[config.mk]
export PLATFORM = sky130hd
export DESIGN_NAME = stack_unit_flat
export DESIGN_NICKNAME = d
export VERILOG_FILES = /design/src/rtl/stack_pkg.sv /design/src/rtl/stack_unit_if.sv /design/src/rtl/stack_ram.sv /design/src/rtl/stack_unit.sv /design/src/flat_wrapper.sv
export SDC_FILE = /design/constraint.sdc
export NUM_CORES = 1
export LEC_CHECK = 0
export ABC_AREA = 1
export CORE_ASPECT_RATIO = 1.2
export CORE_MARGIN = 2
export CORE_UTILIZATION = 65
export CTS_CLUSTER_DIAMETER = 100
export DETAILED_ROUTE_END_ITERATION = 8
export PLACE_DENSITY = 0.93
export SETUP_SLACK_MARGIN = 0.05
export SYNTH_ARGS = -nofsm -noshare
export SYNTH_HDL_FRONTEND = slang
export SYNTH_SLANG_ARGS = --single-unit
[constraint.sdc]
create_clock -name clk -period 4.83 [get_ports clk]
set_input_delay 0.966 -clock clk [delete_from_list [all_inputs] [get_ports clk]]
set_output_delay 0.966 -clock clk [all_outputs]
set_load 0.1 [all_outputs]
[src/rtl/stack_pkg.sv]
// Shared types and defaults for the LIFO stack unit.
// Optional peek support is enabled with STACK_PEEK_EN.
package stack_pkg;

  localparam int DEF_WIDTH = 8;
  localparam int DEF_DEPTH = 16;

  typedef enum logic [1:0] {
    EMPTY,
    PARTIAL,
    FULL
  } stackState_e;

  typedef enum logic [1:0] {
    NOP,
    PUSH,
    POP,
    REPLACE
  } stackOp_e;

endpackage

[src/rtl/stack_unit_if.sv]
// Request/response bundle of the stack unit.
// Carries the Peek request only when STACK_PEEK_EN is defined.
interface stack_unit_if #(
  parameter int WIDTH = 8,
  parameter int CW    = 5
);
  logic             StackWrite;
  logic             StackRead;
  logic             ErrClear;
  logic [WIDTH-1:0] Datain;
  logic [WIDTH-1:0] Dataout;
  logic             DataValid;
  logic             Full;
  logic             Empty;
  logic [CW-1:0]    Count;
  logic             Overflow;
  logic             Underflow;
`ifdef STACK_PEEK_EN
  logic             Peek;
`endif

  modport master (
`ifdef STACK_PEEK_EN
    output Peek,
`endif
    output StackWrite,
    output StackRead,
    output ErrClear,
    output Datain,
    input  Dataout,
    input  DataValid,
    input  Full,
    input  Empty,
    input  Count,
    input  Overflow,
    input  Underflow
  );

  modport slave (
`ifdef STACK_PEEK_EN
    input  Peek,
`endif
    input  StackWrite,
    input  StackRead,
    input  ErrClear,
    input  Datain,
    output Dataout,
    output DataValid,
    output Full,
    output Empty,
    output Count,
    output Overflow,
    output Underflow
  );
endinterface

[src/rtl/stack_ram.sv]
// Stack storage: one synchronous write port, one asynchronous read port.
// Contents are not reset.
module stack_ram #(
  parameter int WIDTH = 8,
  parameter int DEPTH = 16,
  parameter int AW    = $clog2(DEPTH)
) (
  input  logic             clk,
  input  logic             we,
  input  logic [AW-1:0]    waddr,
  input  logic [WIDTH-1:0] wdata,
  input  logic [AW-1:0]    raddr,
  output logic [WIDTH-1:0] rdata
);

  logic [WIDTH-1:0] mem [DEPTH];

  always_ff @(posedge clk) begin
    if (we) mem[waddr] <= wdata;
  end

  assign rdata = mem[raddr];

endmodule

[src/rtl/stack_unit.sv]
// LIFO stack with push/pop/replace, sticky error flags and registered output.
// Define STACK_PEEK_EN to add a non-destructive Peek request.
module stack_unit
  import stack_pkg::*;
#(
  parameter int WIDTH = DEF_WIDTH,
  parameter int DEPTH = DEF_DEPTH,
  parameter int CW    = $clog2(DEPTH + 1)
) (
  input  logic       clk,
  input  logic       Reset,
  stack_unit_if.slave bus
);

  localparam int AW = $clog2(DEPTH);
  localparam logic [CW-1:0] ONE  = CW'(1);
  localparam logic [CW-1:0] LAST = CW'(DEPTH - 1);

  stackState_e state, stateNxt;
  stackOp_e    op;

  logic [CW-1:0]    sp, spNxt;
  logic [CW-1:0]    count, countNxt;
  logic [WIDTH-1:0] doutQ, doutNxt;
  logic             dvQ, dvNxt;
  logic             ovfQ, unfQ;
  logic             ovfSet, unfSet;

  logic             we;
  logic [AW-1:0]    waddr;
  logic [AW-1:0]    topIdx;
  logic [WIDTH-1:0] rdata;

  assign topIdx = sp[AW-1:0] - AW'(1);

  stack_ram #(
    .WIDTH(WIDTH),
    .DEPTH(DEPTH)
  ) uRam (
    .clk  (clk),
    .we   (we),
    .waddr(waddr),
    .wdata(bus.Datain),
    .raddr(topIdx),
    .rdata(rdata)
  );

  always_comb begin
    unique case ({bus.StackWrite, bus.StackRead})
      2'b10:   op = PUSH;
      2'b01:   op = POP;
      2'b11:   op = REPLACE;
      default: op = NOP;
    endcase
  end

  always_comb begin
    stateNxt = state;
    spNxt    = sp;
    countNxt = count;
    doutNxt  = doutQ;
    dvNxt    = 1'b0;
    ovfSet   = 1'b0;
    unfSet   = 1'b0;
    we       = 1'b0;
    waddr    = sp[AW-1:0];
    unique case (op)
      PUSH: begin
        if (state == FULL) begin
          ovfSet = 1'b1;
        end else begin
          we       = 1'b1;
          spNxt    = sp + ONE;
          countNxt = count + ONE;
          if (state == EMPTY) stateNxt = PARTIAL;
          else if (count == LAST) stateNxt = FULL;
        end
      end
      POP: begin
        if (state == EMPTY) begin
          unfSet = 1'b1;
        end else begin
          spNxt    = sp - ONE;
          countNxt = count - ONE;
          doutNxt  = rdata;
          dvNxt    = 1'b1;
          if (state == FULL) stateNxt = PARTIAL;
          else if (count == ONE) stateNxt = EMPTY;
        end
      end
      REPLACE: begin
        if (state == EMPTY) begin
          // Nothing to return: degrade to a plain push and flag it.
          unfSet   = 1'b1;
          we       = 1'b1;
          spNxt    = sp + ONE;
          countNxt = count + ONE;
          stateNxt = PARTIAL;
        end else begin
          we      = 1'b1;
          waddr   = topIdx;
          doutNxt = rdata;
          dvNxt   = 1'b1;
        end
      end
      default: begin
`ifdef STACK_PEEK_EN
        if (bus.Peek) begin
          if (state == EMPTY) begin
            unfSet = 1'b1;
          end else begin
            doutNxt = rdata;
            dvNxt   = 1'b1;
          end
        end
`endif
      end
    endcase
  end

  always_ff @(posedge clk or negedge Reset) begin
    if (!Reset) begin
      state <= EMPTY;
      sp    <= '0;
      count <= '0;
      doutQ <= '0;
      dvQ   <= 1'b0;
      ovfQ  <= 1'b0;
      unfQ  <= 1'b0;
    end else begin
      state <= stateNxt;
      sp    <= spNxt;
      count <= countNxt;
      doutQ <= doutNxt;
      dvQ   <= dvNxt;
      if (bus.ErrClear) begin
        ovfQ <= 1'b0;
        unfQ <= 1'b0;
      end else begin
        ovfQ <= ovfQ | ovfSet;
        unfQ <= unfQ | unfSet;
      end
    end
  end

  assign bus.Dataout   = doutQ;
  assign bus.DataValid = dvQ;
  assign bus.Count     = count;
  assign bus.Full      = (state == FULL);
  assign bus.Empty     = (state == EMPTY);
  assign bus.Overflow  = ovfQ;
  assign bus.Underflow = unfQ;

endmodule
[src/flat_wrapper.sv]
// flat-port wrapper written by rule: the top's interface ports become plain ports
module stack_unit_flat import stack_pkg::*;
#(
  parameter int WIDTH = DEF_WIDTH,
  parameter int DEPTH = DEF_DEPTH,
  parameter int CW    = $clog2(DEPTH + 1)
)
  (clk, Reset, bus_StackWrite, bus_StackRead, bus_ErrClear, bus_Datain, bus_Dataout, bus_DataValid, bus_Full, bus_Empty, bus_Count, bus_Overflow, bus_Underflow);
  stack_unit_if #(.WIDTH(WIDTH), .CW(CW)) bus_i ();
  input  logic clk;
  input  logic Reset;
  input wire logic [$bits(bus_i.StackWrite)-1:0] bus_StackWrite;
  input wire logic [$bits(bus_i.StackRead)-1:0] bus_StackRead;
  input wire logic [$bits(bus_i.ErrClear)-1:0] bus_ErrClear;
  input wire logic [$bits(bus_i.Datain)-1:0] bus_Datain;
  output wire logic [$bits(bus_i.Dataout)-1:0] bus_Dataout;
  output wire logic [$bits(bus_i.DataValid)-1:0] bus_DataValid;
  output wire logic [$bits(bus_i.Full)-1:0] bus_Full;
  output wire logic [$bits(bus_i.Empty)-1:0] bus_Empty;
  output wire logic [$bits(bus_i.Count)-1:0] bus_Count;
  output wire logic [$bits(bus_i.Overflow)-1:0] bus_Overflow;
  output wire logic [$bits(bus_i.Underflow)-1:0] bus_Underflow;
  assign bus_i.StackWrite = bus_StackWrite;
  assign bus_i.StackRead = bus_StackRead;
  assign bus_i.ErrClear = bus_ErrClear;
  assign bus_i.Datain = bus_Datain;
  assign bus_Dataout = bus_i.Dataout;
  assign bus_DataValid = bus_i.DataValid;
  assign bus_Full = bus_i.Full;
  assign bus_Empty = bus_i.Empty;
  assign bus_Count = bus_i.Count;
  assign bus_Overflow = bus_i.Overflow;
  assign bus_Underflow = bus_i.Underflow;
  stack_unit #(.WIDTH(WIDTH), .DEPTH(DEPTH), .CW(CW)) u_core (.clk(clk), .Reset(Reset), .bus(bus_i));
endmodule
==> results.ini, run 1 <==
[run_status]
status = finished clean

[yosys]
synthCells = 695
synth_top_area_cell = edfxtp_1
netlist.area_leader.share = 0.561
ys_seq_area_frac = 0.642
synth.distinct_cells = 30
syn_area_per_cell_sq_um = 9.85
synth_warnings = 0
synth_area_sq_um = 6850
synthTopCellsByArea = edfxtp_1 56%, nand2_1 12%, dfrtp_1 8.0%
ys_ff_latch = 150
syn-num-nets = 716

[die]
die_height_microns = 116
rows = 41
die_x_microns = 97.7
die_area_sq_um = 11400
coreArea_sq_um = 10400
initial_utilization = 0.658
ios = 31

[place]
placed_area_sq_um = 7210
dp_hpwl_mm = 10.2
gp_congestion = 0.936
portBuffers = 30
place_ws_ns = 1.39

[clock_tree]
numCtsBuffers = 17
htreeDepth = 4
clk_pin_slew_ns = 0.06
cts_buffer_depth = 2
cts_hold_buf = 0
postCtsSetupRepairBufs = 0
clkLatencyLatePin_ns = 0.43
clock_sinks = 150
cts_resized = 0
cts_tree = done
root_buffer = clkbuf_16

[cells_and_area]
drive_above_1_share = 0.0627
layout_commonest_cell = nand2_1
fin_area_sq_um = 7800
final_cell_mix = 224 x nand2_1, 128 x edfxtp_1, 115 x inv_1
nets = 742
n_antenna_cell = 0
syn_to_final_growth_pct = 13.9

[timing]
max_freq_ghz = 0.296
clock_skew_ns = 0.00850
setup_slack_ns = 1.45
holdWs_ns = 0.487
rsz0062_at_grt = false
setup_violations = 0
final_max_slew_viol_count = 0
hold_viol = 0
max_slew_margin = 0.0974
tns_ns = 0
tightest_slew_ns = 1.34
post-route-min-period_ns = 3.38
period_share = 0.700

[setup_path]
arrival_ns = 3.44
worstPathMaxFanout = 33
crit_family = buffers and inverters
cp_cell_sequence = inv_1 -> ha_1 -> buf_4 -> inv_1 -> o21ai_2 -> inv_1 -> nand3_1 -> nor2_1
slowest_stage = inv_1
worst_path_most_repeated_cell = inv_1
worstPathBufferInverterCount = 4
required_ns = 4.89
critPathMaxStageDelay_ns = 0.79
cp-end-kind = flop
crit_type = reg -> reg
crit_path_start_kind = flop

[hold_path]
hold_path_class = reg -> reg

[pwr]
powerDensity_nw_per_um2 = 731
ir_worst_vdd_mv = 0.361
p_leak_nw = 3.45

[drt]
via_per_inst = 5.90
dr.first_iter.drc_count = 710
wire_per_inst_microns = 18.8
wl_mm = 16.2
num_vias = 5089
drc_errors = 0
ant_nets = 0
firstDrtPassIters = 8

[global_routing]
use_met3 = 0.0796
grt.busiest_layer = met2
grt.total_usage = 0.298
use_met2 = 0.523
antenna_found_initial = 0
grt_max_degree = 68
grt-ovfl-total = 0
grt_util_met1 = 0.331
grt_pass1_wl_mm = 25.4
grt_pass1_vias = 5015

[run]
cap_violations = 0

==> metal layers <==
metal / vias to the layer above / wire length [microns]
met5: - / 0
met4: 0 / 886
met3: 87 / 1550
met2: 361 / 8310
met1: 2357 / 5500
li1: 2284 / -
==> worst paths after layout <==
kind                                             from                    end  slack [ns]  cells past startpoint
worst min register to register  u_core.bus.Dataout[3]  u_core.bus.Dataout[3]        0.49                      2
worst min-delay path            u_core.bus.Dataout[3]  u_core.bus.Dataout[3]        0.49                      2
worst max register to register           u_core.sp[1]  u_core.uRam.mem[7][5]        1.45                      8
max in group asynchronous                       Reset           u_core.sp[0]        3.10                      1
worst max-delay path                     u_core.sp[1]  u_core.uRam.mem[7][5]        1.45                      8
min in group asynchronous                       Reset        u_core.state[1]        1.07                      1
==> registers in the layout, summed over array words and instances, names as in the netlist <==
register and cells:
u_core.bus.Underflow 1, u_core.bus.Count 5, u_core.sp 4, u_core.bus.DataValid 1, u_core.bus.Dataout 8, u_core.uRam.mem 128
u_core.state 2, u_core.bus.Overflow 1
==> worst min-delay path: cells and delay by family (launching register included) <==
| kind | cells | cell delay, ns |
|---|---|---|
| and+or+nand+nor | 2 | 0.12 |
| DFF | 1 | 0.34 |
==> synth_stat cells (all sizes together) <==
library cell / count
a21oi: 4
edfxtp: 128
nand3: 104
inv: 118
a21boi: 1
nand4: 3
buf: 15
a31oi: 1
xor2: 10
nand2: 227
ha: 7
clkbuf: 11
xnor2: 4
dfrtp: 22
o21ai: 12
nand3b: 1
nor2: 26
fa: 1
==> cell families after synthesis <==
kind of cell | share of synthesized area
XOR/XNOR | 0.0190
adder cells (fa/ha/maj) | 0.0157
buffers and inverters | 0.0831
AO/OA/AOI/OAI | 0.0153
AND/OR/NAND/NOR | 0.225
flip-flops | 0.642
==> cell type report <==
type | instances | area, sq um
inverter | 118 | 443
timing repair buffer | 33 | 323
fill | 629 | 2610
sequential | 150 | 4400
tap | 129 | 161
clock buffer | 20 | 447
clock inverter | 12 | 146
multi-input combinational | 401 | 1880
==> metrics by stage <==
| stage | util | instances | power (mW) |
|---|---|---|---|
| floorplan | - | 695 | 3.67 |
| global placement | 0.692 | 831 | 4.17 |
| detailed placement | 0.692 | 831 | 4.31 |
| CTS | 0.749 | 863 | 5.65 |
| global route | 0.749 | 863 | 5.97 |
| finish | 0.749 | 863 | 5.70 |
==> power breakdown <==
part           switching, mW  internal, mW
clock                  0.526         0.782
combinational           1.97         0.693
sequential             0.110          1.62
total                   2.60          3.10
No activity file was read; power rests on OpenSTA's default activity.
==> run 2, diff against run 1 <==
--- a/config.mk
+++ b/config.mk
@@ -8,10 +8,10 @@
 export ABC_AREA = 1
 export CORE_ASPECT_RATIO = 1.2
 export CORE_MARGIN = 2
-export CORE_UTILIZATION = 65
+export CORE_UTILIZATION = 54
 export CTS_CLUSTER_DIAMETER = 100
 export DETAILED_ROUTE_END_ITERATION = 8
-export PLACE_DENSITY = 0.93
+export PLACE_DENSITY = 0.83
 export SETUP_SLACK_MARGIN = 0.05
 export SYNTH_ARGS = -nofsm -noshare
 export SYNTH_HDL_FRONTEND = slang
==> constraint.sdc (replaced) <==
create_clock -name clk -period 3.1 [get_ports clk]
set_input_delay 0.62 -clock clk [delete_from_list [all_inputs] [get_ports clk]]
set_output_delay 0.62 -clock clk [all_outputs]
set_load 0.1 [all_outputs]
==> results.ini, run 2 (same netlist as run 1, synthesis figures left out) <==
[die]
die_x_microns = 107  ; was 97.7 microns
die_area_sq_um = 13600  ; was 11400 sq um
rows = 45  ; was 41
initial_utilization = 0.548  ; was 0.658
coreArea_sq_um = 12500  ; was 10400 sq um
die_height_microns = 127  ; was 116 microns
ios = 31  ; unchanged

[drt]
num_vias = 5055  ; was 5089
top_layer_used = met4  ; unchanged
drc_errors = 0  ; unchanged
dr.first_iter.drc_count = 547  ; was 710
via_per_inst = 5.50  ; was 5.90
ant_nets = 0  ; unchanged
wl_mm = 15.8  ; was 16.2 mm
wire_per_inst_microns = 17.2  ; was 18.8 microns
firstDrtPassIters = 7  ; was 8
wl_met3_mm = 1.21  ; was 1.55 mm
wl_met2_mm = 8.05  ; was 8.31 mm
wl_met1_mm = 5.92  ; was 5.50 mm

[clock_tree]
numCtsBuffers = 17  ; unchanged
postCtsSetupRepairBufs = 0  ; unchanged
clkLatencyLatePin_ns = 0.42  ; was 0.43 ns
cts_resized = 0  ; unchanged
clk_pin_slew_ns = 0.06  ; about the same
cts_hold_buf = 0  ; unchanged
root_buffer = clkbuf_16  ; unchanged
cts_tree = done  ; unchanged
cts_buffer_depth = 2  ; unchanged
clock_sinks = 150  ; unchanged
htreeDepth = 4  ; unchanged

[pwr]
power.share.clock = 0.244  ; was 0.229
ir_worst_vdd_mv = 0.809  ; was 0.361 mV
p_switching_mw = 4.05  ; was 2.60 mW
seqPwrFrac = 0.297  ; was 0.304
combPwrFrac = 0.460  ; was 0.467
switching_share = 0.445  ; was 0.457
p_leak_nw = 3.62  ; was 3.45 nW
p_int_mw = 5.04  ; was 3.10 mW
powerDensity_nw_per_um2 = 1130  ; was 731 nW/um^2

[global_routing]
grt_pass1_wl_mm = 25.3  ; was 25.4 mm
grt_pass1_vias = 5047  ; was 5015
grt-ovfl-total = 0  ; unchanged
antenna_found_initial = 0  ; unchanged
grt_max_degree = 68  ; unchanged
grt.total_usage = 0.249  ; was 0.298

[place]
gp_congestion = 0.931  ; was 0.936
portBuffers = 30  ; unchanged
dp_hpwl_mm = 10.1  ; was 10.2 mm
place_inst = 887  ; was 831

[cells_and_area]
drive_above_1_share = 0.114  ; was 0.0627
n_antenna_cell = 0  ; unchanged
largest_register = u_core.uRam.mem  ; unchanged
nets = 763  ; was 742
layout_commonest_cell = nand2_1  ; unchanged
final_cells = 919  ; was 863
fillers = 918  ; was 629
final_cell_mix = 224 x nand2_1, 128 x edfxtp_1, 115 x inv_1  ; unchanged
largest_reg_flops = 128  ; unchanged
syn_to_final_growth_pct = 17.2  ; was 13.9%

[setup_path]
crit_type = reg -> reg  ; unchanged
slowest_stage = xnor2_1  ; was inv_1
arrival_ns = 3.09  ; was 3.44 ns
critPathMaxStageDelay_ns = 1.06  ; was 0.79 ns
cp-end-kind = flop  ; unchanged
crit_path_start_kind = flop  ; unchanged
cp_cell_sequence = inv_1 -> ha_1 -> xnor2_1 -> nand3_1 -> nand3_1 -> nand2_1 -> nand2_1 -> nand2_1  ; was inv_1 -> ha_1 -> buf_4 -> inv_1 -> o21ai_2 -> inv_1 -> nand3_1 -> nor2_1
worst_path_most_repeated_cell = nand2_1  ; was inv_1
worstPathMaxFanout = 16  ; was 33
required_ns = 3.41  ; was 4.89 ns

[timing]
rsz0062_at_grt = false  ; unchanged
final_max_slew_viol_count = 0  ; unchanged
period_share = 0.896  ; was 0.700
setup_violations = 0  ; unchanged
max_freq_ghz = 0.360  ; was 0.296 GHz
max_slew_margin = 0.0905  ; was 0.0974
tightest_slew_ns = 1.35  ; was 1.34 ns
hold_viol = 0  ; unchanged
clock_skew_ns = 0.00692  ; was 0.00850 ns
post-route-min-period_ns = 2.78  ; was 3.38 ns
tns_ns = 0  ; unchanged

[run_status]
status = finished clean  ; unchanged

[hold_path]
hold_path_class = in -> async  ; was reg -> reg

[run]
cap_violations = 0  ; unchanged

==> run 2: cell count changes in the layout (fill, tap and decap cells not counted), sizes merged <==
cell	delta
inv	+2
bufinv	-1
clkdlybuf4s50	-18
clkinv	-5
buf	+39
clkbuf	+4
==> run 2: cell type report <==
cell class	instances	area [sq um]	area share
Clock buffer	24	568	0.0708
Clock inverter	8	92.6	0.0115
Inverter	118	443	0.0552
Multi-Input combinational cell	401	1880	0.235
Sequential cell	150	4400	0.548
Tap cell	164	205	0.0256
Timing Repair Buffer	54	435	0.0543
==> run 2: stage by stage <==
step / power [mW] / instance area (sq um) / util / setup WS (ns) / hold WS, ns
floorplan: 5.72 / 6850 / - / 0.662 / 0.324
global placement: 6.64 / 7360 / 0.589 / 0.358 / 0.469
global route: 9.53 / 8020 / 0.642 / 0.174 / 0.454
finish: 9.09 / 8020 / 0.642 / 0.323 / 0.431
detailed placement: 6.74 / 7360 / 0.589 / 0.303 / 0.470
CTS: 9.00 / 8020 / 0.642 / 0.497 / 0.438
==> run 2: critical path, delay by kind of cell (launching register included) <==
family                   cells  cell delay (ns)
AND/OR/NAND/NOR              5             0.83
XOR/XNOR                     1             1.06
flip-flops                   1             0.37
buffers and inverters        1             0.14
adder cells (fa/ha/maj)      1             0.28
==> run 2: final timing paths <==
kind	slack, ns	cells after the start	start	endpoint
max	0.32	8	u_core.sp[1]	u_core.bus.Dataout[2]
min	0.43	1	Reset	u_core.bus.Count[3]
max reg2reg	0.32	8	u_core.sp[1]	u_core.bus.Dataout[2]
min reg2reg	0.48	2	u_core.bus.Dataout[3]	u_core.bus.Dataout[3]
max in group asynchronous	2.16	2	Reset	u_core.bus.Dataout[0]
min in group clk	0.48	2	u_core.bus.Dataout[3]	u_core.bus.Dataout[3]
==> run 2: power by group through the flow <==
stage	Sequential, mW	Clock, mW	Combinational [mW]
floorplan	3.32	0	2.41
global placement	2.72	0	3.91
detailed placement	2.74	0	4.00
CTS	2.70	2.23	4.07
global route	2.73	2.31	4.49
finish	2.70	2.21	4.18
==> run 2: metal layers <==
| metal | up-vias | global-route usage |
|---|---|---|
| met5 | - | 0 |
| met4 | 0 | 0.118 |
| met3 | 54 | 0.0628 |
| met2 | 276 | 0.428 |
| met1 | 2404 | 0.291 |
| li1 | 2321 | - |
